[src/rtl/score_uart_tx.sv]
// Game-status UART transmitter: converts an 8-bit score to "S:HTO\r\n" and
// sends "GO\r\n" on a gameover rising edge, one byte per txclk strobe.
module score_uart_tx #(
  parameter int unsigned GAP_CYCLES = 1,
  parameter int unsigned TIMEOUT    = 200
) (
  input  logic       clk,
  input  logic       rst_n,
  input  logic [7:0] score,
  input  logic       send_req,
  input  logic       gameover,
  input  logic       txready,
  output logic [7:0] txdata,
  output logic       txclk,
  output logic       busy,
  output logic       tx_err
);

  localparam logic [2:0] S_IDLE   = 3'd0;
  localparam logic [2:0] S_CONV   = 3'd1;
  localparam logic [2:0] S_WAIT   = 3'd2;
  localparam logic [2:0] S_STROBE = 3'd3;
  localparam logic [2:0] S_GAP    = 3'd4;

  localparam int unsigned WCW = (TIMEOUT > 2) ? $clog2(TIMEOUT) : 1;
  localparam int unsigned GCW = (GAP_CYCLES > 2) ? $clog2(GAP_CYCLES) : 1;
  localparam logic [WCW-1:0] WAIT_LAST = WCW'(TIMEOUT - 1);
  localparam logic [GCW-1:0] GAP_LAST  = GCW'(GAP_CYCLES - 1);

  logic [2:0]     r_state,      w_state_nx;
  logic           r_go_q;
  logic           r_go_pend,    w_go_pend_nx;
  logic           r_score_pend, w_score_pend_nx;
  logic [7:0]     r_score,      w_score_nx;
  logic [7:0]     r_v,          w_v_nx;
  logic [3:0]     r_hund,       w_hund_nx;
  logic [3:0]     r_tens,       w_tens_nx;
  logic [3:0]     r_ones,       w_ones_nx;
  logic           r_is_go,      w_is_go_nx;
  logic [2:0]     r_idx,        w_idx_nx;
  logic [WCW-1:0] r_wait_cnt,   w_wait_cnt_nx;
  logic [GCW-1:0] r_gap_cnt,    w_gap_cnt_nx;
  logic [7:0]     r_txdata,     w_txdata_nx;
  logic           r_txclk,      w_txclk_nx;
  logic           r_busy,       w_busy_nx;
  logic           r_tx_err,     w_tx_err_nx;

  logic           w_go_edge;
  logic [7:0]     w_byte;
  logic           w_last;

  assign txdata = r_txdata;
  assign txclk  = r_txclk;
  assign busy   = r_busy;
  assign tx_err = r_tx_err;

  assign w_go_edge = gameover & ~r_go_q;

  // Current frame byte selected by frame type and byte index
  always_comb begin
    w_byte = 8'h00;
    if (r_is_go) begin
      case (r_idx)
        3'd0:    w_byte = 8'h47;
        3'd1:    w_byte = 8'h4F;
        3'd2:    w_byte = 8'h0D;
        default: w_byte = 8'h0A;
      endcase
    end else begin
      case (r_idx)
        3'd0:    w_byte = 8'h53;
        3'd1:    w_byte = 8'h3A;
        3'd2:    w_byte = 8'h30 + {4'h0, r_hund};
        3'd3:    w_byte = 8'h30 + {4'h0, r_tens};
        3'd4:    w_byte = 8'h30 + {4'h0, r_ones};
        3'd5:    w_byte = 8'h0D;
        default: w_byte = 8'h0A;
      endcase
    end
  end

  assign w_last = r_is_go ? (r_idx == 3'd3) : (r_idx == 3'd6);

  // Next-state and registered-output logic
  always_comb begin
    w_state_nx      = r_state;
    w_go_pend_nx    = r_go_pend | w_go_edge;
    w_score_pend_nx = r_score_pend | send_req;
    w_score_nx      = send_req ? score : r_score;
    w_v_nx          = r_v;
    w_hund_nx       = r_hund;
    w_tens_nx       = r_tens;
    w_ones_nx       = r_ones;
    w_is_go_nx      = r_is_go;
    w_idx_nx        = r_idx;
    w_wait_cnt_nx   = r_wait_cnt;
    w_gap_cnt_nx    = r_gap_cnt;
    w_txdata_nx     = r_txdata;
    w_txclk_nx      = 1'b0;
    w_tx_err_nx     = r_tx_err;

    case (r_state)
      S_IDLE: begin
        // GO frame wins; a simultaneous score request stays pending
        if (w_go_pend_nx) begin
          w_go_pend_nx  = 1'b0;
          w_is_go_nx    = 1'b1;
          w_idx_nx      = 3'd0;
          w_wait_cnt_nx = '0;
          w_state_nx    = S_WAIT;
        end else if (w_score_pend_nx) begin
          w_score_pend_nx = 1'b0;
          w_is_go_nx      = 1'b0;
          w_idx_nx        = 3'd0;
          w_v_nx          = w_score_nx;
          w_hund_nx       = 4'd0;
          w_tens_nx       = 4'd0;
          w_ones_nx       = 4'd0;
          w_state_nx      = S_CONV;
        end
      end
      S_CONV: begin
        if (r_v >= 8'd100) begin
          w_v_nx    = r_v - 8'd100;
          w_hund_nx = r_hund + 4'd1;
        end else if (r_v >= 8'd10) begin
          w_v_nx    = r_v - 8'd10;
          w_tens_nx = r_tens + 4'd1;
        end else begin
          w_ones_nx     = r_v[3:0];
          w_wait_cnt_nx = '0;
          w_state_nx    = S_WAIT;
        end
      end
      S_WAIT: begin
        if (txready) begin
          w_txdata_nx = w_byte;
          w_txclk_nx  = 1'b1;
          w_state_nx  = S_STROBE;
        end else if ((TIMEOUT != 0) && (r_wait_cnt == WAIT_LAST)) begin
          w_tx_err_nx = 1'b1;
          w_txdata_nx = 8'h00;
          w_state_nx  = S_IDLE;
        end else begin
          w_wait_cnt_nx = r_wait_cnt + WCW'(1);
        end
      end
      S_STROBE: begin
        w_gap_cnt_nx = '0;
        w_state_nx   = S_GAP;
      end
      S_GAP: begin
        if (r_gap_cnt == GAP_LAST) begin
          w_idx_nx      = r_idx + 3'd1;
          w_wait_cnt_nx = '0;
          w_state_nx    = w_last ? S_IDLE : S_WAIT;
        end else begin
          w_gap_cnt_nx = r_gap_cnt + GCW'(1);
        end
      end
      default: w_state_nx = S_IDLE;
    endcase

    w_busy_nx = (w_state_nx != S_IDLE);
  end

  always_ff @(posedge clk or negedge rst_n) begin
    if (!rst_n) begin
      r_state      <= S_IDLE;
      r_go_q       <= 1'b0;
      r_go_pend    <= 1'b0;
      r_score_pend <= 1'b0;
      r_score      <= 8'h00;
      r_v          <= 8'h00;
      r_hund       <= 4'd0;
      r_tens       <= 4'd0;
      r_ones       <= 4'd0;
      r_is_go      <= 1'b0;
      r_idx        <= 3'd0;
      r_wait_cnt   <= '0;
      r_gap_cnt    <= '0;
      r_txdata     <= 8'h00;
      r_txclk      <= 1'b0;
      r_busy       <= 1'b0;
      r_tx_err     <= 1'b0;
    end else begin
      r_state      <= w_state_nx;
      r_go_q       <= gameover;
      r_go_pend    <= w_go_pend_nx;
      r_score_pend <= w_score_pend_nx;
      r_score      <= w_score_nx;
      r_v          <= w_v_nx;
      r_hund       <= w_hund_nx;
      r_tens       <= w_tens_nx;
      r_ones       <= w_ones_nx;
      r_is_go      <= w_is_go_nx;
      r_idx        <= w_idx_nx;
      r_wait_cnt   <= w_wait_cnt_nx;
      r_gap_cnt    <= w_gap_cnt_nx;
      r_txdata     <= w_txdata_nx;
      r_txclk      <= w_txclk_nx;
      r_busy       <= w_busy_nx;
      r_tx_err     <= w_tx_err_nx;
    end
  end

endmodule

[config.mk]
export PLATFORM = sky130hd
export DESIGN_NAME = score_uart_tx
export DESIGN_NICKNAME = d
export VERILOG_FILES = /design/src/rtl/score_uart_tx.sv
export SDC_FILE = /design/constraint.sdc
export NUM_CORES = 1
export LEC_CHECK = 0
export CAP_MARGIN = 10
export CELL_PAD_IN_SITES_DETAIL_PLACEMENT = 1
export CELL_PAD_IN_SITES_GLOBAL_PLACEMENT = 1
export CORE_ASPECT_RATIO = 0.8
export CORE_MARGIN = 1.5
export CORE_UTILIZATION = 45
export CTS_CLUSTER_DIAMETER = 40
export DETAILED_ROUTE_END_ITERATION = 6
export DONT_BUFFER_PORTS = 1
export PLACE_DENSITY_LB_ADDON = 0.1
export REMOVE_ABC_BUFFERS = 1
export SYNTH_ARGS = -nofsm -noshare
export SYNTH_HDL_FRONTEND = slang
export SYNTH_SLANG_ARGS = --single-unit
[constraint.sdc]
create_clock -name clk -period 2.75 [get_ports clk]
set_input_delay 0.4125 -clock clk [delete_from_list [all_inputs] [get_ports clk]]
set_output_delay 0.4125 -clock clk [all_outputs]
set_load 0.1 [all_outputs]
After elaboration in Yosys (flattened, before gate mapping). Cells that the tools add are included. W data, S select, Z words.

Register bits after elaboration: 58. Input bits: 13. Output and inout port bits: 11. Word-level logic and storage cells: 126.

Add/sub/neg operators: 10. Order comparisons: 2. Eq/ne operators: 23. Multiplexer cells: 51. Bitwise logic cells: 5. Reductions and logical operators: 18.

Operators by type and width (count): $mux W8 (14); $pmux W7 S6 (1); $pmux W8 S4 (1); $mux W3 (10); $mux W4 (7); $pmux W4 S2 (3); $add A6 B4 Y7 const A (3); $pmux W7 S3 (1); $ne A2 B2 Y1 const B (10); $pmux W8 S2 (1); $pmux W3 S5 (1); $eq A3 B2 Y1 const B (4); $eq A3 B3 Y1 const B (4); $reduce_and A5 Y1 (2); $reduce_bool A2 Y1 (5); $mux W1 (9); $add A4 B1 Y4 const B (2); $add A8 B1 Y8 const B (1); $eq A8 B8 Y1 const B (1); $ge A8 B4 Y1 const B (1); $ge A8 B7 Y1 const B (1); $reduce_and A4 Y1 (2); $sub A8 B4 Y8 const B (1); $sub A8 B7 Y8 const B (1); 16 further kinds (23).

Depth between registers and ports, before layout. Gate-level depths: netlist of the first run.

Depth in word-level cells: 6. Depth in mapped cells: 8.

Least setup slack after synthesis of the first run. OpenSTA, ideal clock, no wires.

Kind: reg-to-reg. Start point: register r_v[3]. End point: register r_v[5]. Arrival time: 2.021 ns. Slack: 0.652 ns. Stages on the path, launching flop included: 8. Period minus slack after synthesis: 2.098 ns. Cells stage by stage: dfrtp_1 > inv_1 > ha_1 > nor3b_1 > a21oi_2 > nor3_1 > mux2_2 > a21oi_1.

Longest elaborated chain between the ends: 4. Elaborated cells on any way between the ends: 9.

RTL lines: start, declared (line 35) `logic [7:0] r_v, w_v_nx;`; start signal, assigned (line 192) `r_v <= w_v_nx;`; $sub A8 B4 Y8 (line 127) `w_v_nx = r_v - 8'd10;`; $mux W8 (line 126) `end else if (r_v >= 8'd10) begin`; $mux W8 (line 123) `if (r_v >= 8'd100) begin`; $pmux W8 S2 (line 102) `case (r_state)`.

Parallel ways exist; a longest one is shown, timed or not. The select of a mux whose other input is x is not followed. A chain may end at the register's enable or synchronous reset.

Final worst setup path of the first run. Ends and elaborated chain as after synthesis.

==> results of run 1 <==
-- Yosys cell counts (2+ instances only) --
cell type	n	area, µm²
a221oi_1	2	17.52
o21ai_0	22	110.1
nor4_1	3	18.77
dfrtp_1	56	1401
xnor2_1	2	17.52
o31ai_1	2	15.01
and3_1	5	31.28
buf_4	2	15.01
o22ai_1	2	12.51
inv_1	12	45.04
a311oi_1	2	17.52
xor2_1	3	26.28
nand3_1	12	60.06
a32o_1	4	40.04
o221ai_1	2	17.52
buf_2	8	40.04
nor4_4	2	42.54
nor3b_1	5	37.54
nand2_1	38	142.6
or3_1	5	31.28
o21bai_1	4	30.03
nor2_1	21	78.83
nand2b_1	3	18.77
nand4_1	2	12.51
a22o_1	6	52.55
a21oi_1	15	75.07
o211ai_1	6	45.04
o21ai_1	2	10.01
nor3b_2	2	25.02
ha_1	13	162.7
mux2_2	10	112.6
clkbuf_1	7	26.28
a21oi_2	2	17.52
a221o_1	5	50.05
nor3_1	12	60.06
nor2b_1	2	12.51
or2_2	2	12.51
-- worst reg2reg max path, cell delays in order, from the launching register on --
cell,delay [ps]
dfrtp_1,500
inv_1,150
ha_1,240
nor3b_1,510
a21oi_2,240
nor3_1,230
mux2_2,350
a21oi_1,140
-- cell usage in the layout, fill, tap and decap left out, types with 3 or more instances in the layout --
master,count
xor2_1,3
a21oi_1,15
o211ai_1,6
nor3_1,12
a22o_1,6
nand2b_1,3
o21ai_0,22
nor2_1,21
nand3_1,12
nor4_1,3
or3_1,5
ha_1,13
mux2_2,10
inv_1,12
o21bai_1,4
and3_1,5
a32o_1,4
clkbuf_8,6
a221o_1,5
nor3b_1,5
buf_4,4
dfrtp_1,56
nand2_1,38
-- registers in the layout (all words and copies together) (netlist names), 3 cells and up --
signal      flops
r_hund          4
txdata          7
r_v             8
r_score         8
r_state         3
r_tens          4
r_wait_cnt      8
r_ones          4
r_idx           3
-- final timing paths --
check / startpoint / end / slack [ps] / depth (start not counted)
worst min-delay path: gameover / r_go_q / 120 / 0
min in group asynchronous: rst_n / r_idx[0] / 650 / 2
max in group asynchronous: rst_n / r_v[4] / 1870 / 2
worst max register to register: r_v[3] / r_v[5] / 330 / 7
worst min register to register: r_score[6] / r_score[6] / 510 / 1
worst max-delay path: r_v[3] / r_v[5] / 330 / 7
-- power groups by stage --
stage	clock, mW	sequential, mW	combinational (mW)
6_report	0.484	1.89	1.48
5_1_grt	0.535	1.95	1.68
4_1_cts	0.503	1.89	1.49
3_5_place_dp	0	1.91	1.45
3_3_place_gp	0	1.89	1.43
2_1_floorplan	0	1.79	1.11
-- cell families after synthesis --
group	after synthesis	synth area share
AO/OA/AOI/OAI	85	0.1940
XOR/XNOR	5	0.01400
adder cells (fa/ha/maj)	13	0.05200
buffers and inverters	30	0.04400
flip-flops	56	0.4480
multiplexers	10	0.03600
other	1	0.001199
AND/OR/NAND/NOR	122	0.2108
-- metrics by stage --
step	instance area (µm²)	power, mW	cells
floorplan	3035	2.899	304
global placement	3171	3.320	392
detailed placement	3171	3.353	392
CTS	3304	3.883	402
global route	3304	4.164	402
finish	3304	3.851	402
-- layer usage --
layer | global-route usage | wire (µm) | vias up
met1 | 0.3277 | 3768 | 1189
met3 | 0.04118 | 318 | 8
met5 | 0 | 0 | -
met2 | 0.3099 | 3137 | 47
met4 | 0.04853 | 79 | 0
li1 | - | - | 1162
-- area by class of cell --
cell class	instances	area, µm²	area share
Multi-Input combinational cell	236	1589	0.4809
Clock buffer	6	82.58	0.02499
Tap cell	84	105.1	0.03181
Sequential cell	56	1401	0.4241
Timing Repair Buffer	6	67.56	0.02045
Clock inverter	2	13.76	0.004165
Inverter	12	45.04	0.01363
==> results.ini, run 1 <==
[place]
post-dp-hpwl_um=5250
pre_cts_slack_ps=360.2
place_congestion=0.8057
io_buffers=0

[timing]
setup_slack_ps=333.0
fin_crit_sh=0.8789
fin_crit_ps=2417
relSlewSlack=0.3960
skew_ps=3.953
rsz0062_at_grt=no
tightest_slew_ps=906.0
setup_viol=0
setup_tns_ps=0
hold_slack_ps=121.8
fmax_ghz=0.4137
finalMaxSlewViolations=0
hold_violations=0

[pwr]
power.share.clock=0.126
p_per_area_mw_per_mm2=1165
p_seq_frac=0.490
intPower_mw=1.881
vdd_ir_drop_max_mv=0.4422
p_comb_frac=0.385
p_leak_nw=1.401
p_switching_mw=1.970
switching_share=0.5116

[die]
die_y_um=77.57
fp.coreArea_mm2=0.006539
start_util=0.4784
dieWidth_um=96.22
std_cell_rows=26
pin_count=24
dieArea_mm2=0.007463

[min_path]
hold_path.class=in2reg

[layout]
fin_nets=343
diodes=0
area_growth_pct=5.640
fill_cells=735
drive_above_1_share=0.1164
fin_util=0.5054

[clock_tree]
post_cts_buffers=0
cts-resized-gates=0
cts.sink_count=56
htreeDepth=2
cts_inserted_buffers=5
holdBufCountCts=2
clockRootBuffer=clkbuf_8
cts.clk_slew.worst_paths_ps=100
cts_buffer_depth=2
insertion_delay_ps=310
tritoncts=done

[global_routing]
antenna_found_initial=0
grt_pass1_vias=2433
grt_max_degree=57
grt_first_pass_wirelength_um=12470
grt_overflow=0
gr-usage-all-layers=0.2143

[critical_path]
arrival_ps=2650
cp_max_fo=9
crit_slowest_cell=nor3b_1
required_ps=2990
path_buf_inv=1
end_kind=register
max_stage_delay_ps=510
crit_family=simple AND/OR/NAND/NOR gates
critPathLaunchType=register
path_cells=inv_1 -> ha_1 -> nor3b_1 -> a21oi_2 -> nor3_1 -> mux2_2 -> a21oi_1
path_class=reg2reg

[synthesis]
synth_seq_cells=56
ys_types=56
ys_seq_area_frac=0.4480
ys.flop_type=dfrtp_1
synth-edff-count=0
syn_avg_cell_area_um2=9.714
synthArstFlopShare=1.000
netlist_area_mm2=0.003128
synthCells=322
synth.yosys.warnings=0

[detailed_routing]
dr.pass1.iters=4
post_drt_wl_per_cell_um=18.17
ant_nets=0
drc=0
vias=2406
via_per_inst=5.985
drt_iter0_drc=132
wirelength_um=7304

[outcome]
outcome=finished clean

[run]
drv_cap=0

No activity file was read; power rests on OpenSTA's default activity.
==> run 2: changes to the inputs <==
clock period = 2.81 ns   (was 2.75 ns; I/O delays follow)
==> run 2 against run 1 <==
  * Clock power decreased by 13%
  * Hold slack gained 16 ps
  * Worst setup slack improved by 120 ps
  * Cell count shrank 0.25%
  * Global-route usage down 0.30 points
  * Critical path depth stayed put
  * Fmax up 2.5%
  * Design area fell by 0.57%
  * Total power down 3.1%
  * Combinational power about the same
  * First-iteration DRC count fell by 17%
  * Sequential cell count unchanged
  * Largest cell class unchanged
  * Largest power group unchanged
  * Highest routed layer unchanged
==> results.ini, run 2 (same netlist as run 1, synthesis figures left out) <==
[global_routing]
grt_max_degree=57  ; unchanged
grt_first_pass_wirelength_um=12220  ; -2.0%
antenna_found_initial=0  ; unchanged
grt_overflow=0  ; unchanged
gr-usage-all-layers=0.2112  ; -0.003035
grt_pass1_vias=2391  ; -1.7%

[critical_path]
cp.depth=7  ; unchanged
path_cells=inv_1 -> ha_1 -> nor3b_1 -> a21oi_2 -> nor3_1 -> mux2_2 -> a21oi_1
path_buf_inv=1  ; unchanged
crit_family=simple AND/OR/NAND/NOR gates
required_ps=3040  ; +50 ps
max_stage_delay_ps=500  ; about the same
crit_slowest_cell=dfrtp_1
reg2reg_depth=7  ; unchanged
cp_max_fo=9  ; unchanged
path_class=reg2reg
arrival_ps=2590  ; -60 ps
end_kind=register
critPathLaunchType=register

[layout]
diodes=0  ; unchanged
fin_nets=343  ; unchanged
fill_cells=732  ; -0.41%
drive_above_1_share=0.1104  ; -0.005942
area_growth_pct=5.040
reg_top3=r_score x8, r_v x8, r_wait_cnt x8
layout_common_cells=dfrtp_1 (56), nand2_1 (38), o21ai_0 (22), nor2_1 (21), a21oi_1 (15)
fin_util=0.5025  ; -0.002870
mostFrequentLayoutCell=dfrtp_1

[timing]
skew_ps=3.690  ; -0.2632 ps
hold_violations=0  ; unchanged
fin_crit_ps=2358  ; -59.44 ps
finalMaxSlewViolations=0  ; unchanged
setup_tns_ps=0  ; unchanged
setup_viol=0  ; unchanged
rsz0062_at_grt=no
fin_crit_sh=0.8390  ; -0.03992
tightest_slew_ps=906.8  ; +0.7436 ps
fmax_ghz=0.4242  ; +2.5%
relSlewSlack=0.3955  ; -0.0004950

[die]
dieWidth_um=96.22  ; unchanged
die_y_um=77.57  ; unchanged
dieArea_mm2=0.007463  ; unchanged
fp.coreArea_mm2=0.006539  ; unchanged
std_cell_rows=26  ; unchanged
start_util=0.4784  ; unchanged
pin_count=24  ; unchanged

[clock_tree]
cts_inserted_buffers=5  ; unchanged
insertion_delay_ps=300  ; about the same
cts.sink_count=56  ; unchanged
htreeDepth=2  ; unchanged
cts_buffer_depth=2  ; unchanged
tritoncts=done
post_cts_buffers=0  ; unchanged
cts.clk_slew.worst_paths_ps=90  ; about the same
clockRootBuffer=clkbuf_8

[pwr]
power.share.clock=0.113  ; -0.013
p_comb_frac=0.391  ; +0.006
p_per_area_mw_per_mm2=1136  ; -2.6%
vdd_ir_drop_max_mv=0.4717  ; +6.7%
intPower_mw=1.811  ; -3.7%
switching_share=0.5146  ; +0.002976
p_switching_mw=1.920  ; -2.5%
p_seq_frac=0.496  ; +0.006
p_leak_nw=1.390  ; -0.75%

[run]
drv_cap=0  ; unchanged

[detailed_routing]
wirelength_um=7355  ; +0.70%
ant_nets=0  ; unchanged
dr.pass1.iters=4  ; unchanged
drc=0  ; unchanged
post_drt_wl_per_cell_um=18.34  ; +0.95%
vias=2419  ; +0.54%
via_per_inst=6.032  ; +0.79%
drt_iter0_drc=109  ; -17%

[min_path]
hold_path.class=in2reg
hold_depth=0  ; unchanged

[outcome]
outcome=finished clean

[place]
post-dp-hpwl_um=5272  ; +0.41%
io_buffers=0  ; unchanged
place_congestion=0.8057  ; unchanged

==> run 2: repair_timing <==
action	4_1_cts	5_1_grt
resized for setup	0	0
hold endpoints to repair	56	0
hold buffers	2	0
setup endpoints to repair	0	0
==> run 2: per-layer routing <==
layer	track usage	vias up	wire length (µm)	part of all wire
li1	-	1159	-	-
met1	0.3114	1209	3852	0.52
met2	0.3134	44	3174	0.43
met3	0.05098	7	270	0.037
met4	0.04412	0	57	0.0077
met5	0	-	0	0
==> run 2: power groups by stage <==
stage | combinational (mW) | clock [mW] | sequential, mW
after floorplan | 1.09 | 0 | 1.75
after global placement | 1.40 | 0 | 1.85
after detailed placement | 1.43 | 0 | 1.87
after CTS | 1.47 | 0.448 | 1.85
after global routing | 1.64 | 0.477 | 1.90
final | 1.46 | 0.422 | 1.85
==> run 2: path summary, 6_finish.rpt <==
kind	from	endpoint	slack, ps
max	r_v[3]	r_v[5]	450
min in group asynchronous	rst_n	r_idx[1]	620
max reg2reg	r_v[3]	r_v[5]	450
min reg2reg	r_score[6]	r_score[6]	510
max in group asynchronous	rst_n	r_wait_cnt[6]	1920
min	gameover	r_go_q	140
==> run 2: through the flow <==
step	total power, mW	area [µm²]	worst slack, ps	hold slack (ps)	std cells
2_1_floorplan	2.837	3035	711.4	125.9	304
3_3_place_gp	3.249	3171	581.7	127.3	392
3_5_place_dp	3.293	3171	464.7	127.5	392
4_1_cts	3.761	3286	436.8	123.6	401
5_1_grt	4.020	3286	307.3	110.2	401
6_report	3.731	3286	452.4	137.6	401
==> run 2: area by class of cell <==
cell class	count	area, µm²	area share
multi-input combinational	236	1589	0.4836
sequential	56	1401	0.4265
tap	84	105.1	0.03199
clock buffer	6	72.57	0.02209
timing repair buffer	6	67.56	0.02056
inverter	12	45.04	0.01371
clock inverter	1	5.005	0.001523
==> run 2: worst register-to-register path, cell delays in order, from the launching register on <==
cell     delay [ps]
dfrtp_1         500
inv_1           140
ha_1            240
nor3b_1         470
a21oi_2         220
nor3_1          230
mux2_2          350
a21oi_1         130
